### config.mk
export PLATFORM = sky130hd
export DESIGN_NAME = regfile_arb
export DESIGN_NICKNAME = d
export VERILOG_FILES = /design/src/rtl/regfile_arb.sv
export SDC_FILE = /design/constraint.sdc
export NUM_CORES = 1
export LEC_CHECK = 0
export CORE_AREA = 2 2 85 87
export CTS_CLUSTER_DIAMETER = 120
export DETAILED_ROUTE_END_ITERATION = 10
export DIE_AREA = 0 0 87 89
export DONT_BUFFER_PORTS = 1
export GPL_ROUTABILITY_DRIVEN = 0
export PLACE_DENSITY = 0.65
export SYNTH_ARGS = -nofsm -noshare
export SYNTH_HDL_FRONTEND = slang
export SYNTH_SLANG_ARGS = --single-unit
### constraint.sdc
create_clock -name clk -period 3.2 [get_ports clk]
set_input_delay 0.64 -clock clk [delete_from_list [all_inputs] [get_ports clk]]
set_output_delay 0.64 -clock clk [all_outputs]
set_load 0.03 [all_outputs]
### src/rtl/regfile_arb.sv
// regfile_arb: core/debug scheduler for the single-ported register file, with debug aging.
// Optional build macro RFARB_ZERO_REG_EN hardwires register 0 to zero.
module regfile_arb #(
  parameter int AW      = 5,
  parameter int DW      = 32,
  parameter int MAXWAIT = 4
) (
  input  logic          clk,
  input  logic          rst,
  input  logic          c_valid,
  input  logic          c_we,
  input  logic [AW-1:0] c_addr,
  input  logic [DW-1:0] c_wd,
  output logic          c_ready,
  output logic          c_rvalid,
  output logic [DW-1:0] c_rdata,
  input  logic          d_valid,
  input  logic          d_we,
  input  logic [AW-1:0] d_addr,
  input  logic [DW-1:0] d_wd,
  output logic          d_ready,
  output logic          d_rvalid,
  output logic [DW-1:0] d_rdata,
  output logic [AW-1:0] rf_addr,
  output logic          rf_we,
  output logic [DW-1:0] rf_wd,
  input  logic [DW-1:0] rf_rd,
  output logic          grant
);

  localparam int CW = $clog2(MAXWAIT + 1);
  localparam logic [CW-1:0] WMAX = CW'(MAXWAIT);

  logic [CW-1:0] wcnt_r;
  logic          sel_we_s;
  logic [DW-1:0] rdval_s;
  logic          c_rd_s;
  logic          d_rd_s;
  logic          c_rvalid_r;
  logic          d_rvalid_r;
  logic [DW-1:0] c_rdata_r;
  logic [DW-1:0] d_rdata_r;

  // Grant selection and register-file port mux; an aged debug request beats the core.
  always_comb begin
    c_ready  = 1'b0;
    d_ready  = 1'b0;
    grant    = 1'b0;
    rf_addr  = {AW{1'b0}};
    rf_wd    = {DW{1'b0}};
    sel_we_s = 1'b0;
    if (rst) begin
      c_ready = 1'b0;
      d_ready = 1'b0;
    end else if (d_valid && (wcnt_r == WMAX)) begin
      d_ready = 1'b1;
    end else if (c_valid) begin
      c_ready = 1'b1;
    end else if (d_valid) begin
      d_ready = 1'b1;
    end else begin
      c_ready = 1'b0;
      d_ready = 1'b0;
    end
    grant = d_ready;
    if (c_ready) begin
      rf_addr  = c_addr;
      rf_wd    = c_wd;
      sel_we_s = c_we;
    end else if (d_ready) begin
      rf_addr  = d_addr;
      rf_wd    = d_wd;
      sel_we_s = d_we;
    end else begin
      rf_addr  = {AW{1'b0}};
      rf_wd    = {DW{1'b0}};
      sel_we_s = 1'b0;
    end
  end

`ifdef RFARB_ZERO_REG_EN
  // Register 0 is constant zero: suppress its writes and mask its reads.
  always_comb begin
    rf_we   = 1'b0;
    rdval_s = rf_rd;
    if (rf_addr == {AW{1'b0}}) begin
      rf_we   = 1'b0;
      rdval_s = {DW{1'b0}};
    end else begin
      rf_we   = sel_we_s;
      rdval_s = rf_rd;
    end
  end
`else
  // Address 0 behaves as an ordinary register.
  always_comb begin
    rf_we   = sel_we_s;
    rdval_s = rf_rd;
  end
`endif

  assign c_rd_s = c_valid & c_ready & ~c_we;
  assign d_rd_s = d_valid & d_ready & ~d_we;

  // Debug aging counter: counts lost cycles, cleared on debug issue or withdrawal.
  always_ff @(posedge clk) begin
    if (rst) begin
      wcnt_r <= {CW{1'b0}};
    end else if (!d_valid || d_ready) begin
      wcnt_r <= {CW{1'b0}};
    end else if (wcnt_r != WMAX) begin
      wcnt_r <= wcnt_r + CW'(1);
    end
  end

  // Per-requester read response registers; data holds until that requester's next read.
  always_ff @(posedge clk) begin
    if (rst) begin
      c_rvalid_r <= 1'b0;
      d_rvalid_r <= 1'b0;
      c_rdata_r  <= {DW{1'b0}};
      d_rdata_r  <= {DW{1'b0}};
    end else begin
      c_rvalid_r <= c_rd_s;
      d_rvalid_r <= d_rd_s;
      if (c_rd_s) begin
        c_rdata_r <= rdval_s;
      end
      if (d_rd_s) begin
        d_rdata_r <= rdval_s;
      end
    end
  end

  // A response pulse landing in a reset cycle is dropped.
  assign c_rvalid = c_rvalid_r & ~rst;
  assign d_rvalid = d_rvalid_r & ~rst;
  assign c_rdata  = c_rdata_r;
  assign d_rdata  = d_rdata_r;

endmodule

Yosys cells after proc, flatten, opt, wreduce, memory -nomap -nowiden:

Index checks and enable logic that the tools add are counted.

* RAM bits: 0
* output and inout port bits: 107
* word-level logic and storage cells: 34
* bits of input ports: 112
* bits in read-only memories: 0
* memories: 0
* flip-flop bits (word level): 69
* latch bits: 0

* add/subtract/negate cells: 1
* shift-type cells: 0
* multiply operators: 0
* eq/ne operators: 2
* muxes and demuxes: 13
* order comparisons: 0
* reduce and logical (&&, ||, !) cells: 4
* divide/modulo/power cells: 0
* bitwise logic cells: 9

Operators with widths (count)
* 32-bit two-way mux: 2
* 5-bit two-way mux: 2
* 1-bit two-way mux: 9
* 1-bit bitwise AND: 6
* 3-bit by 1-bit adder with 3-bit output, second input constant: 1
* 3-bit equality test, second input constant: 1
* 3-bit inequality test, second input constant: 1
* 1-bit inverter: 3
* 2-bit OR reduction: 1
* 1-bit logical AND: 1
* 1-bit logical NOT: 1
* 1-bit logical OR: 1

Logic depth before layout (Yosys ltp):

* depth in word-level cells: 6
* mapped depth: 8
* mapped depth without buffers: 5

Least setup slack after synthesis:

No wires, ideal clock.

* kind: input to output
* start point: input d_valid
* end point: output rf_wd[16]
* stages on the path: 4
* data arrival time: 1816 ps
* setup slack: 744 ps
* required time: 2560 ps
* path through: nand3_2 > and3_1 > clkbuf_1 > a22o_1

* elaborated cells on any way between the ends: 9
* classes of those cells: mux (8); reduce/logical (1)

RTL lines
* from (decl): line 17 `input logic d_valid,`
* 1-bit logical AND: line 55 `end else if (d_valid && (wcnt_r == WMAX)) begin`
* 1-bit two-way mux: line 55
* 1-bit two-way mux: line 52 `if (rst) begin`
* via c_ready: line 14 `output logic c_ready,`
* 32-bit two-way mux: line 66 `if (c_ready) begin`
* to (decl): line 26 `output logic [DW-1:0] rf_wd,`

The timed path passes the listed nets, and every way through them passes these cells.

Worst setup path after layout:

* start point: register wcnt_r[0]
* end point: output rf_wd[4]

* cells in the longest elaborated chain, start to end: 6
* elaborated cells on any way between the ends: 8
* classes of those cells: eq/ne (1); mux (6); reduce/logical (1)

RTL lines
* from (decl): line 34 `logic [CW-1:0] wcnt_r;`
* from (signal assigned): line 108 `wcnt_r <= {CW{1'b0}};`
* from (signal assigned): line 110 `wcnt_r <= {CW{1'b0}};`
* from (signal assigned): line 112 `wcnt_r <= wcnt_r + CW'(1);`
* 3-bit equality test *: line 55
* 1-bit logical AND *: line 55
* 1-bit two-way mux: line 55
* 1-bit two-way mux: line 52
* 32-bit two-way mux: line 70 `end else if (d_ready) begin`
* 32-bit two-way mux *: line 66

Mark *: on every way between the ends. The rest lies on a longest branch, timed or not.

==> results.ini <==
[clock_network]
clk_latency_ns = 0.33
cts_max_path_buffers = 2
root_buffer = clkbuf_8
numClockSinks = 69
cts_tree = built
htreeDepth = 3
post_cts_buffers = 0
clk_transition_reported_paths_ns = 0.07
ctsHoldBuffers = 0
cts_resized = 0
numCtsBuffers = 9

[sta]
max_clock_freq_mhz = 362
finalCritPeriodShare_pct = 86.3
slew_viol_final = 0
rsz0062_at_grt = no
hold_viol_final = 0
worst_clock_skew_ns = 0.0123
period_needed_ns = 2.76
slew_headroom_pct = 58.2
tightest_slew_ns = 0.626
tns_ns = 0
finalWorstSetupSlack_ns = 0.438
setup_viol = 0

[die]
die_h_um = 89
start_util_pct = 43.8
core_um2 = 6720
num_rows = 30
die_area_um2 = 7740
dieWidth_um = 87
pin_count = 219

[global_route]
grt.total_usage_pct = 27.0
grt_pass1_wl_um = 15300
grt-ovfl-total = 0
grt_start_max_net_pins = 55
grt_pass1_vias = 2592
antenna_found_initial = 3

[detailed_routing]
drcViolationCount = 0
drt_iter0_markers = 185
drt_pass1_iterations = 5
drt-total-wl_um = 10900
vias = 2793
routedWlPerCell_um = 23.2
viasPerCell = 5.94
postRouteAntennaNets = 0

[outcome]
status = finished clean

[logic_synthesis]
synth_top_area_share_pct = 46.9
ys_top_cells_by_count = 69 x dfxtp_1, 65 x nand2_1, 64 x nand3_1, 64 x o21ai_1, 38 x a22o_1
avgSynthCellArea_um2 = 8.15
yosysTopAreaCell = dfxtp_1
syn_inst = 361
ys_types = 24
ys_dominant_reg_cell = dfxtp_1
synth_most_common_cell = dfxtp_1
yosys-top-cells-area = dfxtp_1 47%, a22o_1 11%, nand3_1 11%, o21ai_1 11%, nand2_1 8.3%
yosys_register_bits = 69
syn_nets = 475
synthArstFlopShare_pct = 0
seq_area_frac_synth_pct = 46.9
ys_warn_count = 0
synth_edf_count = 0
synth_area_um2 = 2940

[critical_path]
rr_worst_depth = 7
crit_top_cell = buf_12
critPathLaunchType = flop
r2r_start = wcnt_r[0]$_SDFFE_PP0P_
r2r_end = d_rdata[8]$_SDFFE_PP0P_
worst-path-buf-inv = 3
crit_slowest_cell = and3_1
path_max_fanout = 31
path_class = reg -> out
cp_data_arrival_time_ns = 2.12
r2r_slack_ns = 1.08
max_stage_delay_ns = 0.40
crit_chain = inv_1 > ha_1 > nand3_2 > and3_1 > buf_12 > a22o_1 > buf_12
crit_path_end_kind = output pin
critPathRequiredTime_ns = 2.56
critPathTopFamily = simple AND/OR/NAND/NOR gates

[hold_path]
holdCritPathClass = in -> reg
hp-start = rst
hold_depth = 1
hold_end = wcnt_r[2]$_SDFFE_PP0P_

[place]
dp_cells = 450
dp_hpwl_um = 8060
numPortBuffers = 0
pre_cts_ws_ns = 0.721

[final_layout]
instances_no_fill = 470
final_core_util_pct = 54.1
syn_to_final_growth_pct = 23.6
drive_above_1_share_pct = 17.1
fin_nets = 495

[pwr]
leakagePower_nw = 1.39
ir_drop_uv = 334
powerDensity_nw_per_um2 = 566

[flow_run]
cap_violations = 0

-- worst max-delay path by stage --
stage / startpoint / end / slack [ns] / cells past startpoint
floorplan: d_valid / rf_wd[16] / 0.74 / 4
global placement: rst / rf_wd[27] / 0.77 / 4
detailed placement: rst / rf_wd[7] / 0.72 / 5
CTS: wcnt_r[0]$_SDFFE_PP0P_ / rf_wd[28] / 0.46 / 7
global route: wcnt_r[0]$_SDFFE_PP0P_ / rf_wd[0] / 0.33 / 7
finish: wcnt_r[0]$_SDFFE_PP0P_ / rf_wd[4] / 0.44 / 7
-- cell type report --
cell class	count	area (um2)
Sequential cell	69	1380
Antenna cell	4	10.0
Inverter	6	22.5
Tap cell	80	100
Fill cell	636	3080
Clock buffer	11	141
Timing Repair Buffer	46	520
Multi-Input combinational cell	249	1380
Clock inverter	5	83.8
-- cells in the final DEF (no fill, tap or decap), types with 3 or more instances in the layout --
| cell type | Yosys | routed |
|---|---|---|
| dfxtp_1 | 69 | 69 |
| nand2_1 | 65 | 65 |
| nand3_1 | 64 | 64 |
| o21ai_1 | 64 | 64 |
| a22o_1 | 38 | 38 |
| buf_4 | 1 | 32 |
| buf_12 | 0 | 14 |
| clkbuf_8 | 0 | 10 |
| inv_1 | 5 | 5 |
| diode_2 | 0 | 4 |
| nor2_1 | 3 | 3 |
-- cell families (layout without fill, tap and decap cells) --
logic type / Yosys count / in the layout / synth area share (%)
AND/OR/NAND/NOR: 143 / 143 / 22.6
multiplexers: 1 / 1 / 0.340
flip-flops: 69 / 69 / 46.9
adder cells (fa/ha/maj): 2 / 2 / 0.850
AO/OA/AOI/OAI: 103 / 103 / 22.5
buffers and inverters: 43 / 68 / 6.72
other: 0 / 4 / 0
-- per-layer routing --
metal / part of all wire [%] / track usage [%] / up-vias
met1: 38 / 31.4 / 1310
met3: 11 / 13.2 / 20
met5: 0.12 / 0 / -
met2: 49 / 44.2 / 145
li1: - / - / 1316
met4: 2.1 / 8.24 / 2
-- sequential cells by signal, indices dropped and copies added (netlist names) --
name	cells
c_rdata	32
d_rdata	32
d_rvalid_r	1
c_rvalid_r	1
wcnt_r	3
-- stage by stage --
| stage | hold WS (ns) | total power, W | instance area, um2 |
|---|---|---|---|
| 4_1_cts | 0.365 | 0.00208 | 3630 |
| 5_1_grt | 0.356 | 0.00214 | 3630 |
| 3_5_place_dp | 0.456 | 0.00128 | 3400 |
| 3_3_place_gp | 0.428 | 0.00128 | 3400 |
| 6_report | 0.394 | 0.00206 | 3640 |
| 2_1_floorplan | 0.417 | 0.00118 | 2940 |
-- power breakdown --
part / total, W / switching, W / internal (W)
clock: 0.000791 / 0.000329 / 0.000462
sequential: 0.000994 / 0.0000982 / 0.000896
combinational: 0.000271 / 0.000161 / 0.000110
total: 0.00206 / 0.000588 / 0.00147
Note: power is estimated with default switching activity, not from simulation.
